==> config.mk <==
export PLATFORM = sky130hd
export DESIGN_NAME = riscv_xc_init_sequencer
export DESIGN_NICKNAME = d
export VERILOG_FILES = /design/src/rtl/riscv_xc_pkg.sv /design/src/rtl/riscv_xc_init_sequencer.sv
export SDC_FILE = /design/constraint.sdc
export NUM_CORES = 1
export LEC_CHECK = 0
export ABC_AREA = 1
export BUFFER_PORTS_ARGS = -buffer_cell sky130_fd_sc_hd__buf_4
export CELL_PAD_IN_SITES_DETAIL_PLACEMENT = 1
export CELL_PAD_IN_SITES_GLOBAL_PLACEMENT = 1
export CORE_ASPECT_RATIO = 0.7
export CORE_MARGIN = 5
export CORE_UTILIZATION = 26
export DETAILED_ROUTE_END_ITERATION = 12
export GPL_ROUTABILITY_DRIVEN = 0
export GPL_TIMING_DRIVEN = 0
export PLACE_DENSITY_LB_ADDON = 0.05
export SYNTH_ARGS = -nofsm -noshare
export SYNTH_HDL_FRONTEND = slang
export SYNTH_SLANG_ARGS = --single-unit
==> constraint.sdc <==
create_clock -name clk -period 1.75 [get_ports clk]
set_clock_uncertainty 0.05 [all_clocks]
set_input_delay 0 -clock clk [delete_from_list [all_inputs] [get_ports clk]]
set_output_delay 0 -clock clk [all_outputs]
set_load 0.005 [all_outputs]
==> src/rtl/riscv_xc_pkg.sv <==
// Shared constants and state encoding for the XCrypto xc.init sequencer.
package riscv_xc_pkg;

  localparam int           XC_BANK_BIT  = 6;
  localparam int           NUM_XC_WORDS = 16;
  localparam logic [6:0]   XC_ADDR_BASE = 7'(1 << XC_BANK_BIT);

  typedef enum logic [1:0] {
    IDLE  = 2'd0,
    DRAIN = 2'd1,
    CLEAR = 2'd2,
    DONE  = 2'd3
  } xc_init_state_e;

endpackage

==> src/rtl/riscv_xc_init_sequencer.sv <==
// xc.init sequencer: zeroes every XC register through write port B while holding ID.
// Core port-B writebacks always win; a colliding cycle simply delays the clear by one.
module riscv_xc_init_sequencer #(
  parameter int ADDR_WIDTH   = 7,
  parameter int DATA_WIDTH   = 32,
  parameter int NUM_XC_WORDS = 16
) (
  input  logic                  clk,
  input  logic                  rst,
  input  logic                  start_i,
  input  logic                  flush_i,
  input  logic                  wb_pending_i,
  input  logic                  we_b_i,
  input  logic [ADDR_WIDTH-1:0] waddr_b_i,
  input  logic [DATA_WIDTH-1:0] wdata_b_i,
  output logic                  rf_we_b_o,
  output logic [ADDR_WIDTH-1:0] rf_waddr_b_o,
  output logic [DATA_WIDTH-1:0] rf_wdata_b_o,
  output logic                  halt_id_o,
  output logic                  busy_o,
  output logic                  cprs_init_o,
  output logic                  done_o
);
  import riscv_xc_pkg::*;

  localparam int               IDX_W    = $clog2(NUM_XC_WORDS);
  localparam logic [IDX_W-1:0] IDX_LAST = IDX_W'(NUM_XC_WORDS - 1);

  xc_init_state_e          state_q, state_d;
  logic [IDX_W-1:0]        idx_q, idx_d;
  logic [ADDR_WIDTH-1:0]   clr_addr;

  // Index is zero-extended into the XC bank, so no clear can reach an integer/FP register.
  assign clr_addr = ADDR_WIDTH'(XC_ADDR_BASE) | ADDR_WIDTH'(idx_q);

  always_ff @(posedge clk or posedge rst) begin
    if (rst) begin
      state_q <= IDLE;
      idx_q   <= '0;
    end else begin
      state_q <= state_d;
      idx_q   <= idx_d;
    end
  end

  always_comb begin
    state_d      = state_q;
    idx_d        = idx_q;
    rf_we_b_o    = we_b_i;
    rf_waddr_b_o = waddr_b_i;
    rf_wdata_b_o = wdata_b_i;

    unique case (state_q)
      IDLE: begin
        if (start_i) state_d = DRAIN;
      end
      DRAIN: begin
        if (flush_i) begin
          state_d = IDLE;
        end else if (!wb_pending_i) begin
          state_d = CLEAR;
          idx_d   = '0;
        end
      end
      CLEAR: begin
        // Once here the instruction is committed, so flush_i is deliberately not examined.
        if (!we_b_i) begin
          rf_we_b_o    = 1'b1;
          rf_waddr_b_o = clr_addr;
          rf_wdata_b_o = '0;
          idx_d        = idx_q + IDX_W'(1);
          if (idx_q == IDX_LAST) state_d = DONE;
        end
      end
      DONE: begin
        state_d = IDLE;
      end
      default: begin
        state_d = IDLE;
      end
    endcase
  end

  assign busy_o      = (state_q != IDLE);
  assign halt_id_o   = (state_q != IDLE);
  assign cprs_init_o = (state_q == CLEAR);
  assign done_o      = (state_q == DONE);

endmodule

Word-level counts from Yosys, hierarchy flattened
Index checks and enable logic that the tools add are counted.
- bits in registers: 6
- bits of input ports: 45
- latch bits: 0
- output and inout bits: 44
- memory bits (writable): 0
- ROM bits: 0
- memories kept: 0
- logic and storage cells: 33
- multiplexer cells: 15
- shifts and indexed selects: 0
- equal/unequal tests: 10
- bitwise logic cells: 0
- multiply operators: 0
- div/mod/pow operators: 0
- magnitude comparators: 0
- $add $sub $neg: 1
- reduce and logical (&&, ||, !) cells: 5
- operators by type and width (operator ; number):
    two-way mux 32 bit ; 2
    two-way mux 7 bit ; 2
    two-way mux 4 bit ; 3
    two-way mux 2 bit ; 5
    != test 2 bit (second input constant) ; 4
    case mux 2 bit (4 select lines) ; 1
    case mux 4 bit (2 select lines) ; 1
    AND reduction 4 bit ; 2
    adder 4 x 1 -> 4 bit (second input constant) ; 1
    equality test 2 bit (second input constant) ; 2
    equality test 4 bit (second input constant) ; 1
    nonzero test 2 bit ; 2
    != test 3 bit (second input constant) ; 1
    equality test 2 x 1 -> 1 bit (second input constant) ; 1
    logical NOT 2 bit ; 1
    != test 2 x 1 -> 1 bit (second input constant) ; 1
    two-way mux 1 bit ; 1

Longest topological paths before layout
- depth after elaboration: 4
- depth in mapped cells: 7

Least setup slack after synthesis
No wires, ideal clock.
- path kind: register to register
- start point: register (tool-made name)
- end point: register idx_q[3]
- required time: 1.584 ns
- stages on the path, launching flop included: 7
- period minus slack after synthesis: 1.094 ns
- arrival time: 0.928 ns
- slack: 0.656 ns
- cells stage by stage: dfrtp_1 -> inv_1 -> nand2_1 -> o21ai_0 -> nand2_1 -> nand2_1 -> nand2_1
- RTL lines (item ; RTL line ; text):
    end signal: assignment ; riscv_xc_init_sequencer.sv:42 ; idx_q <= idx_d;
    end: declaration ; riscv_xc_init_sequencer.sv:30 ; logic [IDX_W-1:0] idx_q, idx_d;

Worst setup path in the final report
- start point: register state_q[0]
- end point: output port rf_wdata_b_o[25]
- cells in the longest elaborated chain, start to end: 2
- RTL lines (item ; RTL line ; text):
    start: declaration ; riscv_xc_init_sequencer.sv:29 ; xc_init_state_e state_q, state_d;
    start signal: assignment ; riscv_xc_init_sequencer.sv:41 ; state_q <= state_d;
    equality test 2 bit ; riscv_xc_init_sequencer.sv:53 ; unique case (state_q)
    two-way mux 32 bit ; riscv_xc_init_sequencer.sv:53 ;
    end: declaration ; riscv_xc_init_sequencer.sv:18 ; output logic [DATA_WIDTH-1:0] rf_wdata_b_o,
Every way passes these cells.

==> impl_metrics.tcl <==
set metrics [dict create \
    cts.sinks 6 \
    grt_max_degree 11 \
    synth.ff_latch_count 6 \
    cpLargestDelayFamily "buffers and inverters" \
    hp-start "wb_pending_i" \
    ctsResizeCount 0 \
    fp.dieArea_um2 5310 \
    yosys_warnings 0 \
    path_max_fanout 10 \
    setup_viol 0 \
    fin_tns_setup_ns 0 \
    ant_nets 0 \
    core_area_um2 3850 \
    syn_area_um2 1020 \
    rrSetupSlack_ns 0.49 \
    cts_made_buffers 3 \
    startpoint_type "register" \
    fin_ws_ns 0.193 \
    viasPerCell 4.01 \
    hpwl_mm 3.11 \
    finalPower_w 0.00148 \
    ir_drop_mv 0.294 \
    crit_required_ns 1.70 \
    routed_wl_mm 3.43 \
    cp_cell_sequence "inv_2 > nand2_4 > inv_4 > nand2_8 > inv_8 > buf_12 > nor2_4 > buf_4" \
    setup.worst_path.end_class "primary output" \
    postCtsSetupBuffers 0 \
    hold_class "primary input to register" \
    whs_ns 0.0146 \
    p_per_area_nw_per_um2 823 \
    first_pass_iters 4 \
    fp.dieW_um 85.0 \
    hold_depth 4 \
    rows 19 \
    first_iter_violations 15 \
    worstPathBufferInverterCount 5 \
    leakagePower_nw 1.04 \
    cap_violations 0 \
    post-place-ws_ns 0.427 \
    syn_to_final_growth_pct 75.9 \
    num_antenna_cells 0 \
    rsz0062_at_grt "false" \
    first_global_vias 1326 \
    io_pins 89 \
    yosysTopAreaCellShare 0.330 \
    path_clk_slew_ns 0.03 \
    port_buffers 88 \
    period_share 0.890 \
    htree_levels 1 \
    timing.final.hold_violations 0 \
    reg2reg_to "idx_q[2]" \
    ctsHoldBuffers 1 \
    syn-num-nets 192 \
    grt_use_total 0.132 \
    clockBufferDepth 2 \
    drv_slew 0 \
    cts_tree "yes" \
    dieHeight_um 62.5 \
    min_period_ns 1.56 \
    fin_util 0.468 \
    drc 0 \
    synthTopCellsByArea "nor2_4 (33%), inv_1 (16%), dfrtp_1 (15%), nand2_1 (11%), buf_12 (5.9%)" \
    grt_overflow_total 0 \
    drive_gt1_frac 0.546 \
    routed-via-count 1162 \
    slowest_stage "dfrtp_1" \
    initial_core_util 0.266 \
    worst_pin_slew_ns 0.224 \
    synth_cell_types 20 \
    grt_pass1_wl_mm 5.77 \
    max_stage_delay_ns 0.42 \
    wl_per_cell_um 11.8 \
    arrival_ns 1.51 \
    path_class "register to primary output" \
    synth_seq_area_share 0.147 \
    postSynthCellCount 146 \
    max_freq_mhz 642 \
    root_buffer "clkbuf_8" \
    outcome "finished, final reports clean" \
    worstSkewPairLatency_ns 0.22 \
    synth_area_per_cell_um2 7.01 \
    yosysTopAreaCell "nor2_4" \
    fillers 512 \
    relSlewSlack 0.850 \
    fin_nets 286 \
    antenna_found_initial 0 \
    rr_worst_depth 7 \
]
==> per-layer routing <==
metal  wire length, µm  up-vias  track usage
met4                56        0       0.0534
li1                  -      589            -
met5                 0        -            0
met3               378        4       0.0474
met2              1690       54        0.232
met1              1300      515        0.144
==> cell usage after synthesis <==
cell,count
o21ai_0,3
inv_1,44
a21oi_1,1
nand2_8,1
nand2_1,29
or2_1,1
nand3_1,7
inv_2,1
nor2_1,12
inv_8,1
nand2_4,1
nand4_1,1
inv_4,1
dfrtp_1,6
o21bai_1,1
buf_4,1
xnor2_1,1
buf_12,3
nor2_4,30
ha_1,1
==> stage by stage <==
stage / instances / cell area (µm²)
after CTS: 290 / 1800
after global routing: 290 / 1800
after detailed placement: 286 / 1750
after floorplan: 146 / 1020
after global placement: 286 / 1750
final: 290 / 1800
==> logic make-up after synthesis <==
logic type | synth area share
buffers and inverters | 0.248
and+or+nand+nor | 0.557
DFF | 0.147
adders and majority gates | 0.0122
AOI/OAI and AO/OA | 0.0269
xor gates and xnor gates | 0.00856
==> final cells by class <==
class / instances / area (µm²) / share of cell area
Tap cell: 52 / 65.1 / 0.0361
Buffer: 4 / 67.6 / 0.0375
Inverter: 47 / 186 / 0.104
Sequential cell: 6 / 150 / 0.0834
Timing Repair Buffer: 89 / 671 / 0.372
Multi-Input combinational cell: 89 / 619 / 0.344
Clock buffer: 3 / 41.3 / 0.0229
==> how the worst max path moves through the flow <==
stage	to	cells after the start	slack [ns]	start
5_1_grt	rf_wdata_b_o[2]	8	0.12	state_q[0]
4_1_cts	rf_wdata_b_o[25]	8	0.19	state_q[0]
3_3_place_gp	rf_wdata_b_o[9]	8	0.46	state_q[0]
3_5_place_dp	rf_wdata_b_o[25]	8	0.43	state_q[0]
6_report	rf_wdata_b_o[25]	8	0.19	state_q[0]
2_1_floorplan	idx_q[3]	6	0.66	register
==> placed cells by master (no fill, tap or decap) <==
cell type,synthesis,layout
inv_2,1,1
nor2_4,30,30
o21ai_0,3,3
a21oi_1,1,1
inv_1,44,44
nand2_4,1,1
inv_8,1,1
xnor2_1,1,1
clkbuf_8,0,3
ha_1,1,1
dfrtp_1,6,6
nand2_1,29,29
o21bai_1,1,1
or2_1,1,1
buf_4,1,89
nand2_8,1,1
buf_12,3,3
nand4_1,1,1
nor2_1,12,12
dlygate4sd3_1,0,1
inv_4,1,1
nand3_1,7,7
==> power breakdown <==
group          leakage, nW  internal [W]  switching, W
logic                0.943      0.000517      0.000516
registers           0.0795      0.000184     0.0000650
clock network       0.0216      0.000147     0.0000538
==> worst register-to-register path, stage by stage, from the launching register on <==
cell	delay, ns
dfrtp_1	0.43
inv_1	0.14
nand2_1	0.12
nand2_1	0.08
nand2_1	0.04
nor2_1	0.16
nand2_1	0.10
nand2_1	0.08
Power figures use the tool's default switching activity.
